## config.mk

```make
export PLATFORM = sky130hd
export DESIGN_NAME = led7_ring_seq
export DESIGN_NICKNAME = d
export VERILOG_FILES = /design/src/rtl/led7_ring_seq.sv
export SDC_FILE = /design/constraint.sdc
export NUM_CORES = 1
export LEC_CHECK = 0
export BUFFER_PORTS_ARGS = -buffer_cell sky130_fd_sc_hd__buf_2
export CAP_MARGIN = 40
export CORE_ASPECT_RATIO = 0.6
export CORE_MARGIN = 10
export CORE_UTILIZATION = 45
export DETAILED_ROUTE_END_ITERATION = 8
export GPL_ROUTABILITY_DRIVEN = 1
export HOLD_SLACK_MARGIN = 0.05
export MAX_ROUTING_LAYER = met4
export PLACE_DENSITY = 0.68
export SETUP_SLACK_MARGIN = 0.15
export SYNTH_ARGS = -nofsm -noshare
export SYNTH_HDL_FRONTEND = slang
export SYNTH_SLANG_ARGS = --single-unit
```

## constraint.sdc

```tcl
create_clock -name clk -period 6 [get_ports clk]
set_input_delay 0.6 -clock clk [delete_from_list [all_inputs] [get_ports clk]]
set_output_delay 0.6 -clock clk [all_outputs]
set_load 0.01 [all_outputs]
```

## src/rtl/led7_ring_seq.sv

```systemverilog
// led7_ring_seq - position sequencer for the 12-position 7-segment ring
// animation decoder. Produces a timed index stream 0..11 with run / pause /
// single-step control, direction and speed selection, and lap counting that
// ends in a one-cycle `done` pulse when a non-zero lap target is reached.
//
// Parameters:
//   TICK_DIV  base clock cycles per index advance at speed 0
//   DIV_W     prescaler width (must hold TICK_DIV-1)
//   LAP_W     width of lap target / lap counter
//
// Ports:
//   clk      in   system clock, rising edge
//   rst_n    in   asynchronous active-low reset
//   start    in   pulse: start from IDLE/DONE, resume from PAUSE
//   stop     in   pulse: RUN->PAUSE, PAUSE/DONE->IDLE (wins over start)
//   step     in   level: rising edge advances one position in PAUSE
//   dir      in   0 ascending, 1 descending
//   speed    in   advance period = TICK_DIV >> speed cycles
//   laps     in   lap target, 0 = run forever
//   idx      out  ring position 0..11
//   running  out  high only in RUN
//   lap_cnt  out  completed laps since last start
//   done     out  one-cycle pulse when the lap target is reached
//
// Build option:
//   LED7_RING_BOUNCE_EN  ping-pong mode: direction reverses at the ends of
//                        the ring, `dir` only seeds it on a fresh start, and
//                        a lap is counted on each arrival at index 0.
module led7_ring_seq #(
  parameter int unsigned TICK_DIV = 25000000,
  parameter int unsigned DIV_W    = 25,
  parameter int unsigned LAP_W    = 4
) (
  input  logic             clk,
  input  logic             rst_n,
  input  logic             start,
  input  logic             stop,
  input  logic             step,
  input  logic             dir,
  input  logic [1:0]       speed,
  input  logic [LAP_W-1:0] laps,
  output logic [3:0]       idx,
  output logic             running,
  output logic [LAP_W-1:0] lap_cnt,
  output logic             done
);

  typedef enum logic [1:0] {
    S_IDLE  = 2'd0,
    S_RUN   = 2'd1,
    S_PAUSE = 2'd2,
    S_DONE  = 2'd3
  } state_t;

  localparam logic [DIV_W-1:0] TICK_V  = DIV_W'(TICK_DIV);
  localparam logic [3:0]       IDX_MAX = 4'd11;

  state_t           state_q, state_d;
  logic [3:0]       idx_q, idx_d;
  logic [LAP_W-1:0] lap_q, lap_d;
  logic [DIV_W-1:0] presc_q, presc_d;
  logic             running_q, running_d;
  logic             done_q, done_d;
  logic             step_prev_q, step_prev_d;

  logic [DIV_W-1:0] period, thresh;
  logic [3:0]       adv_idx;
  logic             adv_wrap;
  logic             do_adv, restart;
  logic [LAP_W-1:0] lap_inc;
  logic             lap_hit;

  // Advance threshold; a period that shifts down to zero is treated as one
  // cycle so the subtraction never underflows.
  always_comb begin
    period = TICK_V >> speed;
    thresh = (period == '0) ? '0 : period - DIV_W'(1);
  end

`ifdef LED7_RING_BOUNCE_EN
  logic dir_q, dir_d, adv_dir;

  // Ping-pong: reverse at the ends; reaching 0 (from 1) completes a lap.
  always_comb begin
    adv_idx  = '0;
    adv_wrap = 1'b0;
    adv_dir  = dir_q;
    if (idx_q > IDX_MAX) begin
      adv_idx = '0;
    end else if (!dir_q) begin
      if (idx_q == IDX_MAX) begin
        adv_idx = IDX_MAX - 4'd1;
        adv_dir = 1'b1;
      end else begin
        adv_idx = idx_q + 4'd1;
      end
    end else begin
      if (idx_q == '0) begin
        adv_idx = 4'd1;
        adv_dir = 1'b0;
      end else begin
        adv_idx  = idx_q - 4'd1;
        adv_wrap = (idx_q == 4'd1);
      end
    end
  end

  always_comb begin
    dir_d = dir_q;
    if (restart) begin
      dir_d = dir;
    end else if (do_adv) begin
      dir_d = adv_dir;
    end
  end

  always_ff @(posedge clk or negedge rst_n) begin
    if (!rst_n) begin
      dir_q <= 1'b0;
    end else begin
      dir_q <= dir_d;
    end
  end
`else
  // Wrap mode: the end-to-end jump in the current direction completes a lap.
  always_comb begin
    adv_idx  = '0;
    adv_wrap = 1'b0;
    if (idx_q > IDX_MAX) begin
      adv_idx = '0;
    end else if (!dir) begin
      if (idx_q == IDX_MAX) begin
        adv_idx  = '0;
        adv_wrap = 1'b1;
      end else begin
        adv_idx = idx_q + 4'd1;
      end
    end else begin
      if (idx_q == '0) begin
        adv_idx  = IDX_MAX;
        adv_wrap = 1'b1;
      end else begin
        adv_idx = idx_q - 4'd1;
      end
    end
  end
`endif

  always_comb begin
    lap_inc = (&lap_q) ? lap_q : lap_q + LAP_W'(1);
    lap_hit = (laps != '0) && (lap_inc == laps);
  end

  always_comb begin
    state_d     = state_q;
    idx_d       = idx_q;
    lap_d       = lap_q;
    presc_d     = presc_q;
    done_d      = 1'b0;
    step_prev_d = step;
    do_adv      = 1'b0;
    restart     = 1'b0;

    case (state_q)
      S_IDLE: begin
        if (start && !stop) begin
          restart = 1'b1;
        end
      end
      S_RUN: begin
        // A stop without an advance freezes the prescaler where it is so the
        // resumed period is completed rather than restarted.
        if (presc_q >= thresh) begin
          presc_d = '0;
          do_adv  = 1'b1;
        end else if (!stop) begin
          presc_d = presc_q + DIV_W'(1);
        end
        if (stop) begin
          state_d = S_PAUSE;
        end
      end
      S_PAUSE: begin
        if (stop) begin
          state_d = S_IDLE;
          idx_d   = '0;
        end else if (start) begin
          state_d = S_RUN;
        end else if (step && !step_prev_q) begin
          do_adv = 1'b1;
        end
      end
      S_DONE: begin
        if (stop) begin
          state_d = S_IDLE;
          idx_d   = '0;
        end else if (start) begin
          restart = 1'b1;
        end
      end
      default: begin
        state_d = S_IDLE;
        idx_d   = '0;
      end
    endcase

    if (restart) begin
      state_d = S_RUN;
      idx_d   = '0;
      lap_d   = '0;
      presc_d = '0;
    end

    // Applied after the state decision: an advance coinciding with stop still
    // lands, and reaching the lap target overrides the PAUSE/RUN choice.
    if (do_adv) begin
      idx_d = adv_idx;
      if (adv_wrap) begin
        lap_d = lap_inc;
        if (lap_hit) begin
          state_d = S_DONE;
          done_d  = 1'b1;
        end
      end
    end

    running_d = (state_d == S_RUN);
  end

  always_ff @(posedge clk or negedge rst_n) begin
    if (!rst_n) begin
      state_q     <= S_IDLE;
      idx_q       <= '0;
      lap_q       <= '0;
      presc_q     <= '0;
      running_q   <= 1'b0;
      done_q      <= 1'b0;
      step_prev_q <= 1'b0;
    end else begin
      state_q     <= state_d;
      idx_q       <= idx_d;
      lap_q       <= lap_d;
      presc_q     <= presc_d;
      running_q   <= running_d;
      done_q      <= done_d;
      step_prev_q <= step_prev_d;
    end
  end

  assign idx     = idx_q;
  assign running = running_q;
  assign lap_cnt = lap_q;
  assign done    = done_q;

endmodule

```

---- Yosys cells after proc, flatten, opt, wreduce, memory -nomap -nowiden ----
Cells that the tools add are included.
storage, ports and cells
  logic and storage cells ................. 80
  output and inout bits ................... 10
  flip-flop bits (word level) ............. 38
  input port bits ......................... 12
cells by class
  add/subtract/negate cells ............... 5
  multiplexer cells ....................... 42
  reductions and logical operators ........ 16
  magnitude comparators ................... 2
  shifts and indexed selects .............. 1
  equal/unequal tests ..................... 7
operator list
  cell                     count
  $mux W25                 5
  $mux W4                  12
  $add A25 B1 Y25 const B  1
  $ge A25 B25 Y1           1
  $logic_not A25 Y1        1
  $shr A25 B2 Y25 const A  1
  $sub A25 B1 Y25 const B  1
  $mux W2                  8
  $mux W1                  14
  $add A4 B1 Y4 const B    2
  $pmux W2 S3              1
  $reduce_bool A3 Y1       2
  $eq A2 B1 Y1 const B     2
  $eq A2 B2 Y1 const B     2
  $eq A4 B4 Y1             1
  $eq A4 B4 Y1 const B     1
  $gt A4 B4 Y1 const B     1
  $logic_not A4 Y1         1
  $pmux W1 S2              2
  $reduce_and A2 Y1        2
  $reduce_and A4 Y1        1
  $reduce_bool A4 Y1       1
  $sub A4 B1 Y4 const B    1
  $logic_and A1 B1 Y1      3
  5 further kinds          6

---- Longest topological paths before layout ----
Gate-level depths: netlist of the first run.
  depth after elaboration ................. 9
  depth in mapped cells ................... 15
  depth with buffers taken out ............ 13

---- Worst setup path before layout of the first run ----
Ideal clock, no wire load.
  path type ............................... input to register
  start ................................... in speed[0]
  end ..................................... reg lap_q[2] (netlist: lap_cnt[2])
  library setup time ...................... 0.123 ns
  stages on the path ...................... 11
  arrival time ............................ 3.046 ns
  path buffers ............................ 0
  setup slack ............................. 2.831 ns
  required time ........................... 5.877 ns
  cell sequence ........................... inv_1 -> nor2_1 -> ha_1 -> ha_1 -> nand3_1 -> o21ai_1 -> a211oi_1 -> o41ai_4 -> o21bai_4 -> and2_2 -> o221a_2
on the way
  word-level cells in the longest chain between the ends .. 7
  elaborated cells on any way between the ends .. 8
  classes of those cells .................. 1 x add/sub; 1 x order compare; 1 x shift; 4 x mux; 1 x reduce/logical
RTL lines
  what                                                  RTL line  text
  from (decl)                                           40        input logic [1:0] speed,
  $shr A25 B2 Y25 *                                     76        period = TICK_V >> speed;
  $sub A25 B1 Y25 or $logic_not A25 Y1 (tied branches)  77        thresh = (period == '0) ? '0 : period - DIV_W'(1);
  $mux W25 *                                            77
  $ge A25 B25 Y1 *                                      173       if (presc_q >= thresh) begin
  $mux W1 *                                             173
  $pmux W1 S2 *                                         164       case (state_q)
  $mux W4 *                                             216       if (do_adv) begin
  net lap_d[2]                                          60        logic [LAP_W-1:0] lap_q, lap_d;
  to (signal assigned)                                  242       lap_q <= lap_d;
  to (decl)                                             60
The timed path passes the listed nets; every way through them passes the cells marked *.
A chain may end at the register's enable or synchronous reset.

---- Final worst setup path of the first run ----
  start ................................... in speed[1]
  end ..................................... reg presc_q[5]
on the way
  word-level cells in the longest chain between the ends .. 7
  elaborated cells on any way between the ends .. 10
  classes of those cells .................. 1 x add/sub; 1 x order compare; 1 x eq/ne; 1 x shift; 4 x mux; 2 x reduce/logical
RTL lines
  what                                                  RTL line  text
  $shr A25 B2 Y25 *                                     76
  $sub A25 B1 Y25 or $logic_not A25 Y1 (tied branches)  77
  $mux W25 *                                            77
  $ge A25 B25 Y1 *                                      173
  $mux W25                                              173
  $mux W25                                              164
  $mux W25                                              207       if (restart) begin
  to (signal assigned)                                  243       presc_q <= presc_d;
  to (decl)                                             61        logic [DIV_W-1:0] presc_q, presc_d;
Mark *: on every way between the ends. The rest lies on a longest branch, timed or not. The select of a mux whose other input is x is not followed.

==> summary.txt, run 1 <==
Routed Antenna Nets - 0
CP max stage cell - nor3_2
First-pass GRT wire length - 12370 microns
Max-slew headroom - 0.3893
Post-Syn Area per Cell - 8.619 sq um
Root buffer cell - clkbuf_8
Unrepaired setup endpoints after global routing - false
Fin Clk Skew - 8.499 ps
Async set or reset register ratio after synthesis - 1.000
Rows - 22
TNS Setup - 0 ps
Max stage delay on crit path - 630 ps
Clock-pin slew on the worst setup and hold paths - 80 ps
Clk_lat worst skew - 300 ps
Static leakage - 1.592 nW
Area growth, synth to finish - 10.41%
Number of global-route vias before repair - 2460
Status - finished clean
Hold Violations, Final - 0
CP Data Required Time - 6220 ps
Post-DP HPWL - 5652 microns
#FFs+latches synth - 38
Total power - 0.0008016 W
Die width - 125.7 microns
Largest net degree at the start of global routing - 32
Share of layout cells above drive strength 1 - 0.1394
Fmax - 279.8 MHz
Worst hold path type - input pin to async pin
Total GRT Usage - 0.1407
Pwr Density - 240.7 nW/um^2
H-tree levels - 2
Initial antenna violation count - 0
Routed vias - 2690
Initial Util - 0.4786
TritonCTS buffer count - 5
VDD IR-drop max - 0.0001507 V
Initial drt markers - 205
First drt pass iteration count - 6
Post-synth top area share - 0.3152
Number of distinct library cells after synthesis - 61
Yosys warnings - 0
NumNets Final - 414
Pre-CTS setup slack - 2105 ps
CTS sink count - 38
Post-Syn Area - 3017 sq um
Top cells by area, synth - dfrtp_1, ha_1, nand2_1
Post-synth EDFFs - 0
Residual DRC - 0
Post-cts sizing count - 0
Io pins - 22
# setup viols final - 0
Final min period - 3574 ps
Hold buffers post-CTS - 0
DIE AREA - 10490 sq um
Critical Path Start Type - input pin
Cells after DPL - 449
Die Span Y - 83.42 microns
Period utilisation layout - 0.5956
Post-layout worst setup margin - 2426 ps
Kind of critical path - input pin to register
Core area - 6304 sq um
CP Capture Type - register
GRT overflow - 0
Most common cell after layout, fill and taps aside - dfrtp_1
Most frequent cells in the layout - dfrtp_1, nand2_1, ha_1
Clock Path Buffers - 2
Postcts setup bufs - 0
Synth Flop Type - dfrtp_1
Final Routed Wirelength - 7343 microns
GP Congestion - 0.9195
Pins Over Slew Limit - 0
Least-Margin Pin Slew - 914.0 ps
DR vias/cell - 5.886
Ant. Diodes - 0
Post-route core utilization - 0.5284
Crit path cell chain - buf_2, inv_1, nor2_1, inv_1, ha_1, nand2_1, ha_1, a21oi_1, a21boi_0, a211oi_1, o41ai_4, nor3_2, buf_4, o21ai_0, a31oi_1
CTS tree - yes
Post-Layout Cell Count - 457
Area leader, netlist - dfrtp_1
Max-cap violations - 0
PortBufs - 21
Sequential share of the synthesized area - 0.3152
Worst EP arrival - 3790 ps
DR WL/cell - 16.07 microns
Synth Instances - 350
CP max FO - 12
-- power breakdown --
part	total [W]	internal (W)	leakage, nW	switching [W]
logic	0.000268	0.000107	1.02	0.000161
clock network	0.000211	0.000116	0.0575	0.0000953
registers	0.000322	0.000283	0.520	0.0000398
total	0.000802	0.000506	1.59	0.000296
-- synth_stat cells, types with 2 or more instances --
cell type / instances
o211ai_1: 2
mux2_2: 2
ha_1: 30
mux2i_1: 4
a22o_1: 7
o21ai_0: 16
o311a_1: 2
buf_2: 4
conb_1: 2
dfrtp_1: 38
a31oi_1: 19
nand4_1: 11
nor3_2: 2
a21oi_1: 22
a41oi_1: 3
nor4_1: 3
and3_1: 9
o21ai_1: 3
xor2_1: 6
or3_1: 3
nand3_1: 16
nor2b_1: 5
a21o_1: 6
buf_4: 2
xnor2_1: 2
or2_1: 2
and4_1: 2
nor2_1: 26
nand2b_1: 7
nand2_1: 35
nor3_1: 6
inv_1: 17
or2_2: 5
clkbuf_1: 4
-- per-stage QoR --
stage	hold slack, ps	area, sq um
final	142.2	3331
after floorplan	304.4	3020
after global routing	145.7	3331
after CTS	145.4	3331
after global placement	511.6	3184
after detailed placement	466.4	3221
-- critical path, delay by kind of cell --
| family | cells | cell delay, ps |
|---|---|---|
| compound gates | 6 | 1060 |
| fa+ha+maj | 2 | 470 |
| buf+inv | 4 | 660 |
| simple gates | 3 | 1010 |
-- per-layer routing --
| metal | part of all wire | vias up | global-route usage |
|---|---|---|---|
| li1 | - | 1333 | - |
| met1 | 0.53 | 1289 | 0.2024 |
| met2 | 0.41 | 63 | 0.1873 |
| met3 | 0.053 | 5 | 0.03553 |
| met4 | 0.0093 | 0 | 0.03623 |
| met5 | 0 | - | - |
-- layout make-up --
| cell class | count | area (sq um) |
|---|---|---|
| multi-input cells | 284 | 1948 |
| repair buffers | 25 | 148.9 |
| fillers | 590 | 2973 |
| clock buffers | 8 | 110.1 |
| well taps | 84 | 105.1 |
| inverters | 18 | 67.56 |
| flip-flops and latches | 38 | 950.9 |
-- cells by family (layout without fill, tap and decap cells) --
kind of cell               after synthesis  after routing  share of synthesized area
xor gates and xnor gates                 8              8                    0.02323
and+or+nand+nor                        138            138                     0.2385
adders and majority gates               30             30                     0.1244
buffers and inverters                   29             51                    0.04023
DFF                                     38             38                     0.3152
AOI/OAI and AO/OA                       99             99                     0.2352
other                                    2              3                   0.002490
muxes                                    6              6                    0.02074
-- sequential cells by signal, indices dropped and copies added (netlist names) --
signal and cells:
done 1, idx 4, lap_cnt 4, presc_q 25
running 1, state_q 2, step_prev_q 1
-- final timing paths --
path                                    startpoint                 endpoint  slack, ps  cells after the start
max in group asynchronous                    rst_n     lap_cnt[3]$_DFF_PN0_       5420                      2
min in group clk                              step    step_prev_q$_DFF_PN0_        440                      1
max reg2reg                 presc_q[7]$_DFFE_PN0P_   presc_q[4]$_DFFE_PN0P_       3000                      8
min reg2reg                presc_q[23]$_DFFE_PN0P_  presc_q[23]$_DFFE_PN0P_        530                      1
max                                       speed[1]   presc_q[5]$_DFFE_PN0P_       2430                     15
min                                          rst_n   presc_q[7]$_DFFE_PN0P_        140                      1
Note: power is estimated with default switching activity, not from simulation.
==> run 2, diff against run 1 <==
Settings changed: ABC_AREA set to 1.
Clock period 6 ns to 3.65 ns, I/O delays scaled along.
==> run 2 against run 1 <==
  * Worst setup slack got worse by 1500 ps
  * Critical path depth increased by 1
  * Final cell count increased by 34%
  * Largest cell class unchanged
  * Critical endpoint is now presc_q[14]$_DFFE_PN0P_
  * Critical path type unchanged
  * Synthesized cell count increased by 40%
  * First-iteration DRC count increased by 120%
  * Via count increased by 23%
  * Count of clock-buffer cells in the layout decreased by 2
==> summary.txt, run 2 <==
Status - finished clean
Sequential share of the synthesized area - 0.2850 (-0.03026)
Register Area - 950.9 sq um (unchanged)
Total GRT Usage - 0.1611 (+0.02040)
First drt pass iteration count - 5 (-1)
VDD IR-drop max - 0.0002476 V (+64%)
Critical Path Start Type - input pin
DR vias/cell - 5.389 (-8.4%)
DR WL/cell - 14.52 microns (-9.6%)
TNS Setup - 0 ps (unchanged)
Pins Over Slew Limit - 0 (unchanged)
Initial antenna violation count - 0 (unchanged)
TritonCTS buffer count - 5 (unchanged)
PortBufs - 21 (unchanged)
GP Congestion - 0.9198 (about the same)
Max-slew headroom - 0.5898 (+0.2004)
Period utilisation layout - 0.7520
Simple-Gate Fraction of Synth Area - 0.3716 (+0.1331)
Async set or reset register ratio after synthesis - 1.000 (unchanged)
Kind of critical path - input pin to register
Post-DP HPWL - 6933 microns (+23%)
Routed Antenna Nets - 0 (unchanged)
Most frequent cells in the layout - nand2_1, nor2_1, inv_1, nand3_1, dfrtp_1
Synth Area in Compound Gates - 0.09936 (-0.1358)
Post-synth EDFFs - 0 (unchanged)
First-pass GRT wire length - 14760 microns (+19%)
Static leakage - 1.797 nW (+13%)
Xor/xnor share of the synthesized area - 0.04462 (+0.02139)
Clk_lat worst skew - 290 ps (about the same)
Top reg by flops - presc_q
Final instance area - 3676 sq um (+10%)
Post-synthesis mux area share - 0 (-0.02074)
NumNets Final - 551 (+33%)
CTS tree - yes
Die width - 131.2 microns (+4.4%)
CTS sink count - 38 (unchanged)
Max-cap violations - 0 (unchanged)
# setup viols final - 0 (unchanged)
Top cells by area, synth - dfrtp_1, nand2_1, ha_1
Hold buffers post-CTS - 1 (+1)
Unrepaired setup endpoints after global routing - false
Post-Syn Area per Cell - 6.796 sq um (-21%)
Count leader, synth - nand2_1
Share of layout cells above drive strength 1 - 0.1020 (-0.03745)
Footprint of the multi-input gates - 2107 sq um (+8.2%)
Number of global-route vias before repair - 2854 (+16%)
Fmax - 364.3 MHz
Cells after DPL - 605 (+35%)
Synth Flop Type - dfrtp_1
Die Span Y - 86.71 microns (+3.9%)
Area growth, synth to finish - 10.16%
Most common cell after layout, fill and taps aside - nand2_1
Yosys warnings - 0 (unchanged)
CP max FO - 50 (+38)
Clock Path Buffers - 2 (unchanged)
Worst hold path type - input pin to register
Top post-synthesis cells by count - nand2_1, nor2_1, inv_1, nand3_1, dfrtp_1
Worst EP arrival - 2890 ps (-900 ps)
Area leader, netlist - dfrtp_1
Final min period - 2745 ps
Postcts setup bufs - 0 (unchanged)
Residual DRC - 0 (unchanged)
Synth Instances - 491 (+40%)
Ant. Diodes - 0 (unchanged)
Routed vias - 3309 (+23%)
Largest family of logic cells by synthesized area - simple AND/OR/NAND/NOR gates
Io pins - 22 (unchanged)
Placed instance area - 3515 sq um (+9.1%)
Initial Util - 0.4611 (-0.01746)
Total power - 0.001445 W (+80%)
Clock-pin slew on the worst setup and hold paths - 60 ps (-20 ps)
Root buffer cell - clkbuf_16
Min Hold Slack - 201.7 ps (+59.44 ps)
Number of distinct library cells after synthesis - 35 (-43%)
Post-Layout Cell Count - 614 (+34%)
Largest register FFs - 25 (unchanged)
Hold Violations, Final - 0 (unchanged)
Largest net degree at the start of global routing - 51 (+59%)
GRT overflow - 0 (unchanged)
Rows - 24 (+9.1%)
Core area - 7237 sq um (+15%)
H-tree levels - 2 (unchanged)
Post-synth top area share - 0.2850 (-0.03026)
FILL cells - 710 (+20%)
DIE AREA - 11370 sq um (+8.5%)
Adder-Cell Fraction of Synth Area - 0.1125 (-0.01194)
CP Capture Type - register
Post-cts sizing count - 0 (unchanged)
CP Data Required Time - 3800 ps (-2420 ps)
Post-Syn Area - 3337 sq um (+11%)
Fin Clk Skew - 6.594 ps (-1.906 ps)
Initial drt markers - 450 (+120%)
Least-Margin Pin Slew - 609.7 ps (-304.3 ps)
Final Routed Wirelength - 8916 microns (+21%)
Pwr Density - 393.0 nW/um^2 (+63%)
#FFs+latches synth - 38 (unchanged)
-- run 2: layout make-up --
cell class | count | area share
timing repair buffer | 25 | 0.04084
inverter | 49 | 0.05071
sequential | 38 | 0.2587
clock inverter | 2 | 0.003404
multi-input combinational | 390 | 0.5732
clock buffer | 6 | 0.03778
tap | 104 | 0.03540
-- run 2: layer usage --
metal / up-vias / track usage / part of all wire
met3: 9 / 0.04157 / 0.095
met5: - / - / 0
met1: 1501 / 0.2405 / 0.52
met2: 151 / 0.2084 / 0.38
li1: 1648 / - / -
met4: 0 / 0.02744 / 0.0082
-- run 2: stage by stage --
step | util | setup WS [ps]
finish | 0.5080 | 905.0
global route | 0.5080 | 627.0
CTS | 0.5080 | 927.9
detailed placement | 0.4857 | 657.4
global placement | 0.4829 | 711.1
floorplan | - | 1301
-- run 2: power breakdown --
part	total [W]	internal [W]	switching, W
logic	0.000463	0.000155	0.000307
clock network	0.000450	0.000270	0.000179
registers	0.000532	0.000467	0.0000649
-- run 2: logic make-up after synthesis --
group	Yosys count
buf+inv	64
compound gates	59
flops	38
fa+ha+maj	30
other cells	2
simple gates	281
xor+xnor	17
-- run 2: path summary, 6_finish.rpt --
| kind | startpoint | endpoint | slack, ps | depth (start not counted) |
|---|---|---|---|---|
| max | speed[1] | presc_q[14]$_DFFE_PN0P_ | 910 | 16 |
| max reg2reg | state_q[0]$_DFF_PN0_ | lap_cnt[1]$_DFF_PN0_ | 1170 | 9 |
| min in group asynchronous | rst_n | lap_cnt[1]$_DFF_PN0_ | 470 | 2 |
| min reg2reg | presc_q[1]$_DFFE_PN0P_ | presc_q[1]$_DFFE_PN0P_ | 550 | 2 |
| max in group asynchronous | rst_n | idx[3]$_DFFE_PN0P_ | 2750 | 3 |
| min | step | step_prev_q$_DFF_PN0_ | 200 | 1 |
-- run 2: worst max-delay path, stage by stage --
cell and delay [ps]:
buf_2 190, nand2_1 140, inv_1 190, ha_1 270, ha_1 290, a21oi_1 120, o21ai_0 100, nand2_1 60
nand2_1 40, nand2_1 70, nand2_1 50, nand2_1 70, nand2_2 190, o22ai_2 140, buf_4 420, o21ai_0 160
==> run 3, diff against run 2 <==
Settings changed: ABC_AREA 1 to 0, PLACE_DENSITY 0.68 to 0.71.
Clock period 3.65 ns to 2.4 ns, I/O delays scaled along.
==> run 3 against run 2 <==
  * The flow now finishes with violations (setup timing)
  * First-iteration DRC count down 33%
  * Register-to-register slack worse by 1200 ps
  * Via count down 6.0%
  * Non-clock buffer count up 68
  * Routed wire length up 5.5%
  * Die area down 7.8%
  * Global-route usage up 1.2 points
  * Count of clock-buffer cells in the layout unchanged
  * Clock power up 4.7%
  * Critical endpoint is now presc_q[23]$_DFFE_PN0P_
==> summary.txt, run 3 (synthesized netlist as in run 1, its figures left out) <==
Static leakage - 2.015 nW (+12%)
Number of global-route vias before repair - 2962 (+3.8%)
Most common cell after layout, fill and taps aside - buf_4
Critical Path Start Type - input pin
Max-cap violations - 0 (unchanged)
TritonCTS buffer count - 5 (unchanged)
PortBufs - 21 (unchanged)
NumNets Final - 482 (-13%)
Residual DRC - 0 (unchanged)
GP Congestion - 0.9216 (+0.20%)
Routed Antenna Nets - 0 (unchanged)
Post-layout worst setup margin - -38.72 ps (-943.7 ps)
CP max FO - 8 (-84%)
Final min period - 2439 ps
Top reg by flops - presc_q
Initial drt markers - 301 (-33%)
H-tree levels - 2 (unchanged)
Die width - 125.7 microns (-4.2%)
Pre-CTS setup slack - -482.4 ps (-1140 ps)
Core area - 6304 sq um (-13%)
DIE AREA - 10490 sq um (-7.8%)
Final Routed Wirelength - 9405 microns (+5.5%)
Io pins - 22 (unchanged)
Initial Util - 0.4786 (+0.01746)
Most frequent cells in the layout - buf_4, dfrtp_1, nand2_1
CTS sink count - 38 (unchanged)
CP Capture Type - register
Period utilisation layout - 1.016
Area growth, synth to finish - 41.10%
Clock-pin slew on the worst setup and hold paths - 80 ps (+20 ps)
Die Span Y - 83.42 microns (-3.8%)
Share of layout cells above drive strength 1 - 0.3554 (+0.2534)
First-pass GRT wire length - 14790 microns (+0.23%)
Fmax - 410.1 MHz
Clock Path Buffers - 2 (unchanged)
First drt pass iteration count - 5 (unchanged)
Min Hold Slack - 64.96 ps (-136.7 ps)
Fin Clk Skew - 5.492 ps (-1.102 ps)
Hold Violations, Final - 0 (unchanged)
Pins Over Slew Limit - 0 (unchanged)
Unrepaired setup endpoints after global routing - true
CP Data Required Time - 2630 ps (-1170 ps)
Worst EP arrival - 2670 ps (-220 ps)
VDD IR-drop max - 0.0004517 V (+82%)
Total power - 0.002301 W (+59%)
Routed vias - 3112 (-6.0%)
FILL cells - 515 (-27%)
DR vias/cell - 5.950 (+10%)
DR WL/cell - 17.98 microns (+24%)
Worst hold path type - input pin to register
Root buffer cell - clkbuf_8
Largest register FFs - 25 (unchanged)
Pwr Density - 540.5 nW/um^2 (+38%)
# setup viols final - 16 (+16)
Register-to-Register Setup Slack - -30 ps (-1200 ps)
Post-route core utilization - 0.6753 (+0.1673)
Initial antenna violation count - 0 (unchanged)
Total GRT Usage - 0.1727 (+0.01154)
CTS tree - yes
GRT overflow - 0 (unchanged)
Status - complete, but fails checks
Largest net degree at the start of global routing - 31 (-39%)
Rows - 22 (-8.3%)
Clk_lat worst skew - 310 ps (+20 ps)
Post-DP HPWL - 6462 microns (-6.8%)
Kind of critical path - input pin to register
Failing checks - setup timing
Ant. Diodes - 0 (unchanged)
==> run 3: cell types whose count changed in the layout (fill, tap and decap cells not counted), moves of 10 or more <==
cell     change
nand2_1     -89
buf_4       +58
nor2_1      -38
inv_1       -31
nand3_1     -31
o21ai_0     -16
a31oi_1     +10
==> run 3: area by class of cell <==
class	instances	area [sq um]	area share
timing repair buffer	93	774.5	0.1820
inverter	18	67.56	0.01587
sequential	38	950.9	0.2234
tap	84	105.1	0.02469
clock buffer	6	82.58	0.01940
multi-input combinational	284	2276	0.5347
==> run 3: worst paths after layout <==
| path | startpoint | to | cells after the start |
|---|---|---|---|
| worst max-delay path | speed[0] | presc_q[23]$_DFFE_PN0P_ | 16 |
| worst min-delay path | step | step_prev_q$_DFF_PN0_ | 1 |
| worst max register to register | presc_q[18]$_DFFE_PN0P_ | presc_q[23]$_DFFE_PN0P_ | 11 |
| worst min register to register | presc_q[2]$_DFFE_PN0P_ | presc_q[2]$_DFFE_PN0P_ | 1 |
| max in group asynchronous | rst_n | presc_q[14]$_DFFE_PN0P_ | 3 |
| min in group asynchronous | rst_n | presc_q[10]$_DFFE_PN0P_ | 2 |
==> run 3: metrics by stage <==
stage | instance area [sq um] | instances | setup TNS (ps)
final | 4257 | 523 | -270.3
after global routing | 4257 | 523 | -2949
after CTS | 4033 | 514 | -279.1
after detailed placement | 3660 | 500 | -13810
after global placement | 3640 | 499 | -11070
after floorplan | 3049 | 351 | -3950
==> run 3: critical path: stages <==
cell,delay (ps)
buf_2,110
inv_2,50
nor2_4,130
inv_1,70
ha_1,200
nand2_1,70
ha_1,250
a21oi_2,160
a21boi_2,80
a211oi_2,280
o41ai_4,90
buf_6,150
or2_4,240
o22a_4,230
buf_12,160
a31oi_4,150
==> run 3: power breakdown <==
part / switching (W) / total, W / internal, W
sequential: 0.0000725 / 0.000779 / 0.000707
clock: 0.000249 / 0.000471 / 0.000222
combinational: 0.000584 / 0.00105 / 0.000467
==> run 3: routing by layer <==
metal,GRT usage,part of all wire,wire (microns)
met5,-,0,0
met2,0.2455,0.44,4184
met4,0.04865,0.012,113
met1,0.2346,0.48,4516
met3,0.04378,0.063,590
==> run 3: repair_timing <==
item | CTS | global route
hold endpoints to repair | 8 | 0
endpoints found under the setup margin | 37 | 37
hold buffers | 1 | 0
setup buffers | 6 | 7
pin swaps | 25 | 21
resized for setup | 38 | 24
cloned | 1 | 2
